File: src/rtl/pcu_trig_pkg.sv
// Shared types and encoding helpers for the PCU trigger master.
package pcu_trig_pkg;

  localparam int unsigned SECTION_W      = 2;
  localparam int unsigned SECTION_STRIDE = 4;
  localparam int unsigned STOP_OFS       = 0;
  localparam int unsigned GO_OFS         = 1;
  localparam logic [31:0] CLEAR_DATA     = 32'h1;

  typedef enum logic [1:0] {
    OP_STOP  = 2'd0,
    OP_GO    = 2'd1,
    OP_CLEAR = 2'd2
  } op_e;

  typedef struct packed {
    op_e                  op;
    logic [SECTION_W-1:0] section;
  } cmd_t;

  // Slave word address targeted by a command.
  function automatic logic [31:0] cmd_addr(cmd_t c);
    logic [31:0] base;
    base = 32'(c.section) * 32'(SECTION_STRIDE);
    case (c.op)
      OP_STOP: cmd_addr = base + 32'(STOP_OFS);
      OP_GO:   cmd_addr = base + 32'(GO_OFS);
      default: cmd_addr = 32'(0);
    endcase
  endfunction

  // Write data carried by a command; only a global clear writes non-zero.
  function automatic logic [31:0] cmd_data(cmd_t c);
    cmd_data = (c.op == OP_CLEAR) ? CLEAR_DATA : 32'(0);
  endfunction

endpackage

File: src/rtl/pcu_trig_fifo.sv
// Synchronous command FIFO with registered full/empty/level flags.
module pcu_trig_fifo #(
  parameter int unsigned WIDTH = 4,
  parameter int unsigned DEPTH = 8
) (
  input  logic                     clk,
  input  logic                     reset,
  input  logic                     push,
  input  logic [WIDTH-1:0]         wdata,
  input  logic                     pop,
  output logic [WIDTH-1:0]         rdata_c,
  output logic                     full,
  output logic                     empty,
  output logic [$clog2(DEPTH):0]   level
);

  localparam int unsigned AW = $clog2(DEPTH);
  localparam int unsigned LW = AW + 1;

  logic [WIDTH-1:0] mem [DEPTH];
  logic [AW-1:0]    wr_ptr;
  logic [AW-1:0]    rd_ptr;
  logic             do_push;
  logic             do_pop;
  logic [LW-1:0]    level_nxt;

  // Push into a full FIFO is accepted only when a pop frees the slot that same cycle.
  assign do_pop    = pop && !empty;
  assign do_push   = push && (!full || do_pop);
  assign level_nxt = LW'(level + LW'(do_push) - LW'(do_pop));
  assign rdata_c   = mem[rd_ptr];

  // Pointers, occupancy and flags; pointers wrap naturally at DEPTH.
  always_ff @(posedge clk) begin
    if (reset) begin
      wr_ptr <= '0;
      rd_ptr <= '0;
      level  <= '0;
      full   <= 1'b0;
      empty  <= 1'b1;
    end else begin
      if (do_push) wr_ptr <= AW'(wr_ptr + 1'b1);
      if (do_pop)  rd_ptr <= AW'(rd_ptr + 1'b1);
      level <= level_nxt;
      full  <= (level_nxt == LW'(DEPTH));
      empty <= (level_nxt == '0);
    end
  end

  // Storage array, no reset needed.
  always_ff @(posedge clk) begin
    if (do_push) mem[wr_ptr] <= wdata;
  end

endmodule

File: src/rtl/pcu_trigger_master.sv
// Turns per-section start/stop/clear pulses into Avalon-MM writes to the counter unit.
module pcu_trigger_master
  import pcu_trig_pkg::*;
#(
  parameter int unsigned NUM_SECTIONS = 4,
  parameter int unsigned FIFO_DEPTH   = 8,
  parameter int unsigned ADDR_W       = 4
) (
  input  logic                          clk,
  input  logic                          reset,
  input  logic [NUM_SECTIONS-1:0]       start_evt,
  input  logic [NUM_SECTIONS-1:0]       stop_evt,
  input  logic                          clear_evt,
  input  logic                          clear_overflow,
  output logic [ADDR_W-1:0]             avm_address,
  output logic                          avm_write,
  output logic                          avm_begintransfer,
  output logic [31:0]                   avm_writedata,
  input  logic                          avm_waitrequest,
  output logic                          busy,
  output logic                          overflow,
  output logic [$clog2(FIFO_DEPTH):0]   fifo_level
);

  localparam int unsigned PEND_W = 2 * NUM_SECTIONS + 1;
  localparam int unsigned LVL_W  = $clog2(FIFO_DEPTH) + 1;
  localparam int unsigned CMD_W  = $bits(cmd_t);

  localparam logic [0:0] ST_IDLE = 1'b0;
  localparam logic [0:0] ST_XFER = 1'b1;

  // Pending bit layout: [0] clear, [1..N] stop[s], [N+1..2N] start[s]; lower index wins.
  logic [PEND_W-1:0] pend;
  logic [PEND_W-1:0] pend_nxt;
  logic [PEND_W-1:0] evt;
  logic [PEND_W-1:0] sel;
  logic [PEND_W-1:0] deq;
  logic              found;
  logic              push;
  logic              pop;
  logic              loss;
  logic              full;
  logic              empty;
  cmd_t              sel_cmd;
  cmd_t              head;
  logic [CMD_W-1:0]  head_bits;
  logic [LVL_W-1:0]  lvl_nxt;

  logic [0:0]        state;
  logic [0:0]        state_nxt;
  logic [ADDR_W-1:0] addr_nxt;
  logic [31:0]       data_nxt;
  logic              write_nxt;
  logic              bt_nxt;

  assign evt  = {start_evt, stop_evt, clear_evt};
  assign push = found && !full;
  assign head = cmd_t'(head_bits);

  // Fixed-priority selection of the next pending event to enqueue.
  always_comb begin
    found           = 1'b0;
    sel             = '0;
    sel_cmd.op      = OP_CLEAR;
    sel_cmd.section = '0;
    for (int unsigned i = 0; i < PEND_W; i++) begin
      if (!found && pend[i]) begin
        found  = 1'b1;
        sel[i] = 1'b1;
        if (i == 0) begin
          sel_cmd.op      = OP_CLEAR;
          sel_cmd.section = '0;
        end else if (i <= NUM_SECTIONS) begin
          sel_cmd.op      = OP_STOP;
          sel_cmd.section = SECTION_W'(i - 1);
        end else begin
          sel_cmd.op      = OP_GO;
          sel_cmd.section = SECTION_W'(i - 1 - NUM_SECTIONS);
        end
      end
    end
  end

  // Pending update: a repeated pulse on a bit that is not leaving this cycle is lost.
  always_comb begin
    deq      = sel & {PEND_W{push}};
    pend_nxt = (pend & ~deq) | evt;
    loss     = |(evt & pend & ~deq);
  end

  // Pending bits and sticky overflow; a loss beats a simultaneous clear.
  always_ff @(posedge clk) begin
    if (reset) begin
      pend     <= '0;
      overflow <= 1'b0;
    end else begin
      pend <= pend_nxt;
      if (loss)                overflow <= 1'b1;
      else if (clear_overflow) overflow <= 1'b0;
    end
  end

  pcu_trig_fifo #(
    .WIDTH (CMD_W),
    .DEPTH (FIFO_DEPTH)
  ) u_fifo (
    .clk     (clk),
    .reset   (reset),
    .push    (push),
    .wdata   (sel_cmd),
    .pop     (pop),
    .rdata_c (head_bits),
    .full    (full),
    .empty   (empty),
    .level   (fifo_level)
  );

  // Transfer FSM next state and next output values; head stays queued until completion.
  always_comb begin
    state_nxt = state;
    addr_nxt  = avm_address;
    data_nxt  = avm_writedata;
    write_nxt = avm_write;
    bt_nxt    = 1'b0;
    pop       = 1'b0;
    case (state)
      ST_IDLE: begin
        if (!empty) begin
          state_nxt = ST_XFER;
          addr_nxt  = ADDR_W'(cmd_addr(head));
          data_nxt  = cmd_data(head);
          write_nxt = 1'b1;
          bt_nxt    = 1'b1;
        end
      end
      ST_XFER: begin
        if (!avm_waitrequest) begin
          pop       = 1'b1;
          write_nxt = 1'b0;
          state_nxt = ST_IDLE;
        end
      end
      default: state_nxt = ST_IDLE;
    endcase
  end

  // Occupancy after this edge, used so busy reflects the post-edge state.
  assign lvl_nxt = LVL_W'(fifo_level + LVL_W'(push) - LVL_W'(pop && !empty));

  // State register and registered bus/status outputs.
  always_ff @(posedge clk) begin
    if (reset) begin
      state             <= ST_IDLE;
      avm_address       <= '0;
      avm_writedata     <= '0;
      avm_write         <= 1'b0;
      avm_begintransfer <= 1'b0;
      busy              <= 1'b0;
    end else begin
      state             <= state_nxt;
      avm_address       <= addr_nxt;
      avm_writedata     <= data_nxt;
      avm_write         <= write_nxt;
      avm_begintransfer <= bt_nxt;
      busy              <= (|pend_nxt) || (lvl_nxt != '0) || (state_nxt == ST_XFER);
    end
  end

endmodule

File: config.mk
export PLATFORM = sky130hd
export DESIGN_NAME = pcu_trigger_master
export DESIGN_NICKNAME = d
export VERILOG_FILES = /design/src/rtl/pcu_trig_pkg.sv /design/src/rtl/pcu_trig_fifo.sv /design/src/rtl/pcu_trigger_master.sv
export SDC_FILE = /design/constraint.sdc
export NUM_CORES = 1
export LEC_CHECK = 0
export BUFFER_PORTS_ARGS = -buffer_cell sky130_fd_sc_hd__buf_2
export CORE_UTILIZATION = 50
export DETAILED_ROUTE_END_ITERATION = 8
export PLACE_DENSITY = 0.76
export SETUP_SLACK_MARGIN = 0.05
export SYNTH_ARGS = -nofsm -noshare
export SYNTH_HDL_FRONTEND = slang
export SYNTH_SLANG_ARGS = --single-unit
File: constraint.sdc
create_clock -name clk -period 2.8 [get_ports clk]
set_clock_uncertainty 0.15 [all_clocks]
set_input_delay 0.56 -clock clk [delete_from_list [all_inputs] [get_ports clk]]
set_output_delay 0.56 -clock clk [all_outputs]
set_load 0.005 [all_outputs]
==> results.ini <==
[clock_tree]
cts.root.buffer_cell = clkbuf_8
numClockSinks = 65
clkSlewWorstSetupHoldPaths_ns = 0.07
cts_tree = done
cts_buffer_depth = 2
clkLatencyLatePin_ns = 0.33
clock_tree.htree_level_count = 3
cts_setup_buffers = 0
cts_inserted_buffers = 9

[flow_run]
max_cap_violations = 0

[floorplanning]
rows = 28
dieArea_mm2 = 0.006446
design.portCount = 57
initial_core_util = 0.5175
horiz_die_dim_um = 80.29
fp.coreArea_mm2 = 0.005921
fp.dieH_um = 80.29

[sta]
clock.fmax_mhz = 397.7
timing.final.setup_violations = 0
worstMarginPinSlew_ns = 0.7921
slew_violations = 0
finalHoldViolCount = 0
final_min_period_over_clock_period = 0.8981
period_needed_ns = 2.515
timing.max_slew.rel_slack = 0.4679
grt_setup_unrepaired = false
tns_ns = 0

[yosys]
post_synth.cell_area_avg_um2 = 11.27
synth_cell_types = 46
synthDominantAreaCellType = edfxtp_1
synth_edf_count = 32
asyncSetResetFlopFracSynth = 0
synth.area.top_cells = edfxtp_1 (31%), dfxtp_1 (22%), buf_4 (7.8%)
count_of_state_elements_after_synthesis = 65
syn_inst = 272
netlist_area_mm2 = 0.003064
postSynth.topFlopCell = dfxtp_1
yosysSeqAreaShare = 0.5292
synth_warnings = 0
area_fraction_of_the_dominant_cell_type_after_synthesis = 0.3136
synthTopCellsByCount = nor2_1 (35), dfxtp_1 (33), buf_4 (32), edfxtp_1 (32), a21oi_1 (18)
synthMostInstantiatedCell = nor2_1

[setup_path]
worst-endpoint-arrival_ns = 2.56
worst_setup_path_end_kind = register
critical_path_class = primary input to register
critical_path.slowest_cell = fa_1
slowest_delay_ns = 0.45
timing.critical_path.required_ns = 2.85
path_cells = buf_2, nand2b_1, nor2_2, ha_1, inv_1, ha_1, fa_1, nor4_2, nand2_1, nor4b_2, a41oi_1
bufs_and_invs_on_worst_path = 2
path_max_fanout = 2
regToRegSetupSlack_ns = 0.29
critical_path.most_common_cell = ha_1
path_delay_family = adder cells
worstSetupStartpointType = primary input

[layout]
layoutNonFillerInstCount = 387
areaGrowthSynthToFinish_pct = 11.27
filler_cell_count = 499
antenna_cells = 0
post_route_cells_drive_above_1_share = 0.1923
num-nets-final = 329

[power_and_ir_drop]
total_power_mw = 2.991
p_leak_nw = 1.380
worst_ir_drop_vdd_mv = 0.4421
pwr_density_cell_mw_per_mm2 = 877.4

[detailed_routing]
highest_layer = met4
detailroute.wirelength.met2_um = 2459
dr_wl_met3_um = 246
detail_route.first_pass.iterations = 4
detail_route.wirelength.met1_um = 2188
num_vias = 1957
ant_nets = 0
avgRoutedWirePerCell_um = 12.83
first_iter_violations = 62
total_routed_wirelength_um = 4967
drt_drc_violations_left = 0
drt-vias-per-instance = 5.057

[global_route]
gr-usage-all-layers = 0.1730
grt_antenna_before_repair = 0
grt_pass1_wl_um = 8135
grt_start_max_net_pins = 29
gr-total-overflow = 0
first_global_vias = 1809

[place]
detailedPlacementHpwl_um = 3650
gp_routability_congestion = 0.8470
i_o_buffers = 24
place_inst = 371

[min_path]
holdCritPathClass = register to register

[run_status]
status = complete, no violations

## what timing repair did
action                     in CTS  in global routing
hold buffers                    0                  0
setup endpoints to repair       1                  1
resized for setup               1                  4
## sequential cells by signal, summed over array words and instances, names as in the netlist, named ones only
signal	cells
busy	1
u_fifo.wr_ptr	3
pend	9
overflow	1
u_fifo.full	1
u_fifo.mem	32
u_fifo.level	4
u_fifo.empty	1
avm_write	1
state	1
avm_begintransfer	1
avm_writedata	1
avm_address	3
u_fifo.rd_ptr	3
## stage by stage
step / worst slack (ns) / hold WS (ns) / utilization / instance area (um2)
6_report: 0.2853 / 0.2917 / 0.5759 / 3410
3_3_place_gp: -0.02452 / 0.2791 / 0.5395 / 3194
2_1_floorplan: 0.1045 / 0.2917 / - / 3183
5_1_grt: 0.08274 / 0.3096 / 0.5759 / 3410
3_5_place_dp: -0.1556 / 0.2872 / 0.5395 / 3194
4_1_cts: 0.1248 / 0.2964 / 0.5727 / 3391
## routing by layer
| layer | vias up | GRT usage |
|---|---|---|
| li1 | 978 | - |
| met1 | 897 | 0.2021 |
| met2 | 72 | 0.2863 |
| met3 | 10 | 0.06136 |
| met4 | 0 | 0.07500 |
| met5 | - | 0 |
## cells by family (layout without fill, tap and decap cells)
logic type	count (synthesis)	in the layout	share of synthesized area
and+or+nand+nor	79	79	0.1221
DFF	65	65	0.5292
buffers and inverters	54	63	0.1103
AOI/OAI and AO/OA	43	43	0.08739
muxes	13	13	0.08534
adders and majority gates	9	9	0.04165
xor gates and xnor gates	8	8	0.02287
other	1	32	0.001224
## worst register-to-register path, cell delays in order, from the launching register on
cell and delay [ns]:
dfxtp_1 0.44, nor2_2 0.08, ha_1 0.27, inv_1 0.06
ha_1 0.22, fa_1 0.47, nor4_2 0.17, nand2_1 0.11
nor4b_2 0.28, a41oi_1 0.13
## final cells by class
cell class	instances	area, um2	area share
clock buffers	13	148.9	0.04367
flip-flops and latches	65	1623	0.4760
well taps	75	93.84	0.02752
repair buffers	37	217.7	0.06385
multi-input cells	184	1247	0.3659
inverters	10	37.54	0.01101
clock inverters	3	41.29	0.01211
## power breakdown
part	internal [mW]	switching, mW	leakage (nW)
combinational	0.433	0.464	0.710
sequential	1.22	0.114	0.573
clock	0.436	0.327	0.0979
total	2.09	0.905	1.38
## placed cells by master, fill, tap and decap left out, types with 3 or more instances in the layout
master / count
nand3_1: 3
nand2_1: 13
inv_1: 10
dfxtp_1: 32
clkbuf_8: 10
o21ai_1: 3
a21o_1: 3
edfxtp_1: 32
clkbuf_1: 3
xnor2_1: 5
mux2i_1: 4
ha_1: 7
a21oi_1: 18
mux4_1: 8
buf_4: 13
a31oi_1: 3
o21ai_0: 4
nor3_1: 6
xor2_1: 3
nor2_1: 34
conb_1: 32
nand2b_1: 7
buf_2: 24
## worst paths after layout
kind,end,from,cells past startpoint
max,busy,avm_waitrequest,11
min,avm_address[0],avm_address[0],2
max reg2reg,busy,u_fifo.empty,9
min reg2reg,avm_address[0],avm_address[0],2
Note: power is estimated with default switching activity, not from simulation.
